$ cat src/rtl/ask_frame_sync.sv
// Sync-word hunter, MSB-first payload deserialiser and show-ahead byte FIFO for the ASK bit stream.
// Define ASK_FRAME_CHK_EN to expect an XOR check byte per frame and commit whole frames atomically.
module ask_frame_sync #(
    parameter logic [7:0]  SYNC_WORD     = 8'hA5,
    parameter int unsigned PAYLOAD_BYTES = 4,
    parameter int unsigned FIFO_DEPTH    = 16,
    parameter int unsigned LW            = $clog2(FIFO_DEPTH) + 1
) (
    input  logic          clk,
    input  logic          rst_n,
    input  logic          en,
    input  logic          bit_in,
    input  logic          bit_in_valid,
    output logic [7:0]    byte_out,
    output logic          byte_valid,
    input  logic          byte_ready,
    output logic          in_frame,
    output logic [7:0]    frame_cnt,
    output logic          overflow,
    output logic [LW-1:0] fifo_level
);
    localparam int unsigned AW = $clog2(FIFO_DEPTH);

    typedef enum logic [1:0] {
        S_HUNT    = 2'd0,
        S_PAYLOAD = 2'd1,
        S_CHECK   = 2'd2
    } state_t;

    state_t        state;
    state_t        state_next;
    logic [7:0]    shreg;
    logic [7:0]    shin;
    logic [3:0]    hunt_cnt;
    logic [3:0]    hunt_inc;
    logic [2:0]    bit_cnt;
    logic [LW-1:0] byte_cnt;
    logic          bit_stb;
    logic          sync_hit;
    logic          last_bit;
    logic          last_byte;
    logic          full;
    logic          wr_c;
    logic          drop_c;
    logic          done_c;
    logic          clr_c;
    logic          wr_req;
    logic [7:0]    wr_data;
    logic [7:0]    mem [FIFO_DEPTH];
    logic [LW-1:0] tent_ptr;
    logic [LW-1:0] cmt_ptr;
    logic [LW-1:0] rd_ptr;
    logic [LW-1:0] rd_next;
    logic          pop;
`ifdef ASK_FRAME_CHK_EN
    logic          rb_c;
    logic          rb_req;
    logic          cm_req;
    logic [7:0]    chk_acc;
`endif

    always_comb begin
        bit_stb   = en & bit_in_valid;
        shin      = {shreg[6:0], bit_in};
        hunt_inc  = (hunt_cnt == 4'd8) ? 4'd8 : hunt_cnt + 4'd1;
        sync_hit  = (hunt_inc == 4'd8) && (shin == SYNC_WORD);
        last_bit  = (bit_cnt == 3'd7);
        last_byte = (byte_cnt == LW'(PAYLOAD_BYTES - 1));
        full      = ((tent_ptr - rd_ptr) == LW'(FIFO_DEPTH));
        pop       = byte_valid & byte_ready;
        rd_next   = rd_ptr + LW'(pop);
    end

    always_ff @(posedge clk or negedge rst_n) begin
        if (!rst_n) state <= S_HUNT;
        else        state <= state_next;
    end

    always_comb begin
        state_next = state;
        case (state)
            S_HUNT:    if (bit_stb && sync_hit) state_next = S_PAYLOAD;
            S_PAYLOAD: if (bit_stb && last_bit && (full || last_byte)) begin
`ifdef ASK_FRAME_CHK_EN
                state_next = full ? S_HUNT : S_CHECK;
`else
                state_next = S_HUNT;
`endif
            end
`ifdef ASK_FRAME_CHK_EN
            S_CHECK:   if (bit_stb && last_bit) state_next = S_HUNT;
`endif
            default:   state_next = S_HUNT;
        endcase
        if (!en) state_next = S_HUNT;
    end

    // Strobes into the datapath; clr_c also wipes partial sync when en drops in HUNT.
    always_comb begin
        wr_c   = 1'b0;
        drop_c = 1'b0;
        done_c = 1'b0;
        clr_c  = (state_next == S_HUNT) && ((state != S_HUNT) || !en);
        case (state)
            S_PAYLOAD: if (bit_stb && last_bit) begin
                if (full) begin
                    drop_c = 1'b1;
                end else begin
                    wr_c = 1'b1;
`ifndef ASK_FRAME_CHK_EN
                    done_c = last_byte;
`endif
                end
            end
`ifdef ASK_FRAME_CHK_EN
            S_CHECK:   if (bit_stb && last_bit && (shin == chk_acc)) done_c = 1'b1;
`endif
            default: ;
        endcase
`ifdef ASK_FRAME_CHK_EN
        rb_c = (state != S_HUNT) &&
               (!en || drop_c || ((state == S_CHECK) && bit_stb && last_bit && !done_c));
`endif
    end

    always_ff @(posedge clk or negedge rst_n) begin
        if (!rst_n) begin
            shreg     <= 8'h00;
            hunt_cnt  <= 4'd0;
            bit_cnt   <= 3'd0;
            byte_cnt  <= '0;
            wr_req    <= 1'b0;
            wr_data   <= 8'h00;
            in_frame  <= 1'b0;
            frame_cnt <= 8'h00;
            overflow  <= 1'b0;
`ifdef ASK_FRAME_CHK_EN
            rb_req    <= 1'b0;
            cm_req    <= 1'b0;
            chk_acc   <= 8'h00;
`endif
        end else begin
            if (clr_c) begin
                shreg    <= 8'h00;
                hunt_cnt <= 4'd0;
            end else if (bit_stb) begin
                shreg <= shin;
                if (state == S_HUNT) hunt_cnt <= hunt_inc;
            end
            if (state == S_HUNT) bit_cnt <= 3'd0;
            else if (bit_stb)    bit_cnt <= bit_cnt + 3'd1;
            if (state == S_HUNT) byte_cnt <= '0;
            else if (wr_c)       byte_cnt <= byte_cnt + LW'(1);
            wr_req   <= wr_c;
            wr_data  <= shin;
            in_frame <= (state_next != S_HUNT);
            if (done_c) frame_cnt <= frame_cnt + 8'd1;
            if (drop_c) overflow  <= 1'b1;
`ifdef ASK_FRAME_CHK_EN
            rb_req <= rb_c;
            cm_req <= done_c;
            if (state == S_HUNT) chk_acc <= 8'h00;
            else if (wr_c)       chk_acc <= chk_acc ^ shin;
`endif
        end
    end

    always_ff @(posedge clk) begin
        if (wr_req) mem[tent_ptr[AW-1:0]] <= wr_data;
    end

    // Read side tracks the committed pointer as it stood before this edge, giving one extra cycle after a write.
    always_ff @(posedge clk or negedge rst_n) begin
        if (!rst_n) begin
            tent_ptr   <= '0;
            cmt_ptr    <= '0;
            rd_ptr     <= '0;
            byte_valid <= 1'b0;
            byte_out   <= 8'h00;
            fifo_level <= '0;
        end else begin
            rd_ptr     <= rd_next;
            byte_valid <= (cmt_ptr != rd_next);
            byte_out   <= (cmt_ptr != rd_next) ? mem[rd_next[AW-1:0]] : 8'h00;
            fifo_level <= cmt_ptr - rd_next;
            if (wr_req) begin
                tent_ptr <= tent_ptr + LW'(1);
`ifndef ASK_FRAME_CHK_EN
                cmt_ptr  <= tent_ptr + LW'(1);
`endif
            end
`ifdef ASK_FRAME_CHK_EN
            else if (rb_req) tent_ptr <= cmt_ptr;
            else if (cm_req) cmt_ptr  <= tent_ptr;
`endif
        end
    end
endmodule
$ cat config.mk
export PLATFORM = sky130hd
export DESIGN_NAME = ask_frame_sync
export DESIGN_NICKNAME = d
export VERILOG_FILES = /design/src/rtl/ask_frame_sync.sv
export SDC_FILE = /design/constraint.sdc
export NUM_CORES = 1
export LEC_CHECK = 0
export ABC_AREA = 1
export CORE_MARGIN = 4
export CORE_UTILIZATION = 45
export CTS_CLUSTER_SIZE = 16
export DETAILED_ROUTE_END_ITERATION = 10
export GPL_TIMING_DRIVEN = 0
export PLACE_DENSITY = 0.73
export SLEW_MARGIN = 20
export SYNTH_ARGS = -nofsm -noshare
export SYNTH_HDL_FRONTEND = slang
export SYNTH_SLANG_ARGS = --single-unit
$ cat constraint.sdc
create_clock -name clk -period 3.69 [get_ports clk]
set_clock_uncertainty 0.2 [all_clocks]
set_input_delay 0.738 -clock clk [delete_from_list [all_inputs] [get_ports clk]]
set_output_delay 0.738 -clock clk [all_outputs]
set_load 0.01 [all_outputs]
==> run summary <==
CTS Buf Count = 17
Filler instances = 1443
Max incr delay on CP = 0.40 ns
Max-cap violations = 0
Die ar. = 0.0200 mm2
GRT Residual Overflow = 0
Critical-path cell list = clkdlybuf4s50_1 > nand2_1 > inv_1 > ha_1 > ha_1 > buf_2 > inv_1 > buf_2 > ha_1 > and3_1 > nand3b_4 > nand2_1 > nor2_1
DR WL/cell = 17.8 um
Avg Cell Area, Syn = 11.9 um2
Fmax = 314 MHz
CTS H-Tree Depth = 4
Final wirelength = 17100 um
# diodes = 0
Pwr/cell area = 728 mW/mm2
Vias per inst = 5.42
Final critical-path share of the clock period = 0.863
Gate Count Post-Synth = 672
Final setup fails = 0
Hpwl dp = 11300 um
CP Class = in2reg
Compound-Gate Fraction of Synth Area = 0.0924
Max VDD drop = 0.403 mV
Initial Util = 0.462
ANT nets after route = 0
Crit Path Max Fanout = 11
Layout area overhead = 14.9%
Final hold viol count = 0
Synth Net Count = 699
Boundary pin count = 30
Slew HR = 0.417
Global-route wire length before repair = 27600 um
Final worst slack = 0.507 ns
Drt pass-1 iters = 5
Final Max Tran Viols = 0
CTS tree = done
Synthesized cell area = 0.00801 mm2
Vias = 5201
Largest buffer count on any clock path = 2
Adder-cell share of the synthesized area = 0.0337
Req. time, crit path = 3.84 ns
Vias in the first global route = 5092
Row count = 48
Worst-margin pin slew = 0.872 ns
Number of enable flip-flop cells after synthesis = 128
Clock Sinks = 192
Nets = 749
RSZ-0062 raised after global routing = no
Synth Register Bits = 192
Synth Area in Simple Gates = 0.133
GRT Util Overall = 0.182
Largest net degree at the start of global routing = 57
Post-cts sizing count = 0
Initial DRC count = 475
Setup bufs post-CTS = 0
Xor and xnor area share after synthesis = 0.0228
Yosys cell types = 40
LEAKAGE = 3.67 nW
Crit-path slowest cell = clkdlybuf4s50_1
Layout cells sized above 1 = 0.0912
Yosys warns = 0
Clk Latency, worst-skew pair = 0.43 ns
IO Port Bufs = 29
Startpoint Class = input port
CTS root buf = clkbuf_16
Fraction of synthesized area in multiplexers = 0
RePlAce Congestion = 0.876
Status = finished clean
Crit path arrival time = 3.33 ns
Reg clk slew, reported paths = 0.07 ns
Core ar. = 0.0174 mm2
Ys async rst share = 0.333
Die height = 141 um
CP Capture Type = register
Largest family of logic cells by synthesized area = simple AND/OR/NAND/NOR gates
Antenna violations before repair = 0
Hold Buf Count CTS = 1
Worst hold margin = 0.225 ns
Main synth FF type = edfxtp_1
Share of the yosys chip area belonging to registers = 0.680
Most frequent CP cell = ha_1
Fin crit period = 3.18 ns
Post-route DRC = 0
Setup WS pre-CTS = 0.0782 ns
Chip width = 141 um
Hold WC Path Type = reg2reg
registers in the layout (all words and copies together), names as in the netlist, 4 cells and up:
name        count
shreg           7
fifo_level      5
wr_data         8
byte_cnt        5
frame_cnt       8
mem           128
rd_ptr          5
cmt_ptr         5
byte_out        8
hunt_cnt        4
logic make-up after synthesis:
group | Yosys count
simple gates | 244
flops | 192
compound gates | 122
buf+inv | 72
fa+ha+maj | 21
xor+xnor | 20
other cells | 1
routing by layer:
layer / track usage / vias to the layer above / part of all wire
li1: - / 2473 / -
met1: 0.246 / 2480 / 0.42
met2: 0.286 / 214 / 0.47
met3: 0.0435 / 34 / 0.087
met4: 0.0712 / 0 / 0.029
met5: 0 / - / 0
cell usage in the layout (no fill, tap or decap), drive strengths merged, types with 18 or more instances in the layout:
cell,count
nand3,23
clkbuf,27
nand2,144
o21ai,23
a21oi,60
edfxtp,128
clkdlybuf4s50,28
ha,20
buf,18
nor2,49
inv,50
dfrtp,64
synthesized netlist by cell type (2+ instances only):
master,n,area share
xnor2_1,6,0.0066
and3_1,2,0.0016
nand3_1,23,0.014
inv_2,4,0.0019
nor3_1,9,0.0056
nand2_4,4,0.0056
a21oi_1,60,0.037
nor4_1,2,0.0016
o21ai_0,21,0.013
buf_4,2,0.0019
dfrtp_1,64,0.20
nand2_2,4,0.0031
a21boi_0,2,0.0019
edfxtp_1,128,0.48
o21ai_1,2,0.0012
buf_2,13,0.0081
nand4_1,13,0.010
clkbuf_1,10,0.0047
ha_1,20,0.031
o221ai_1,4,0.0044
xor2_1,13,0.014
o311ai_0,7,0.0077
nand2_1,136,0.064
nor2_1,47,0.022
a221oi_1,14,0.015
o22ai_1,2,0.0016
a22oi_1,7,0.0066
inv_1,41,0.019
cell type report:
| type | instances | area (um2) | area share |
|---|---|---|---|
| Clock inverter | 15 | 159 | 0.0173 |
| Sequential cell | 192 | 5450 | 0.591 |
| Multi-Input combinational cell | 408 | 2270 | 0.246 |
| Tap cell | 225 | 282 | 0.0306 |
| Buffer | 26 | 129 | 0.0140 |
| Inverter | 46 | 173 | 0.0188 |
| Clock buffer | 17 | 425 | 0.0462 |
| Timing Repair Buffer | 31 | 325 | 0.0353 |
worst paths after layout:
kind / start / to / slack [ns] / cells past startpoint
max reg2reg: byte_valid / byte_out[1] / 0.82 / 12
min: shreg[6] / wr_data[7] / 0.23 / 0
max: byte_ready / byte_out[1] / 0.51 / 13
min reg2reg: shreg[6] / wr_data[7] / 0.23 / 0
min in group asynchronous: rst_n / byte_out[2] / 0.50 / 2
max in group asynchronous: rst_n / fifo_level[3] / 2.28 / 3
per-stage QoR:
stage	power, W	cells	setup TNS (ns)	utilization	instance area [um2]
final	0.00670	960	0	0.530	9210
after global routing	0.00710	960	0	0.530	9210
after CTS	0.00671	960	0	0.530	9200
after detailed placement	0.00490	927	0	0.496	8610
after global placement	0.00485	926	-39.95	0.495	8580
after floorplan	0.00405	672	0	-	8010
critical path, delay by kind of cell:
kind / cells / cell delay (ns)
adder cells (fa/ha/maj): 3 / 0.78
buffers and inverters: 5 / 1.10
AND/OR/NAND/NOR: 5 / 0.70
where the power goes:
part	internal (W)	switching [W]
sequential	0.00240	0.0000554
combinational	0.000827	0.00161
clock	0.00101	0.000796
Note: power is estimated with default switching activity, not from simulation.
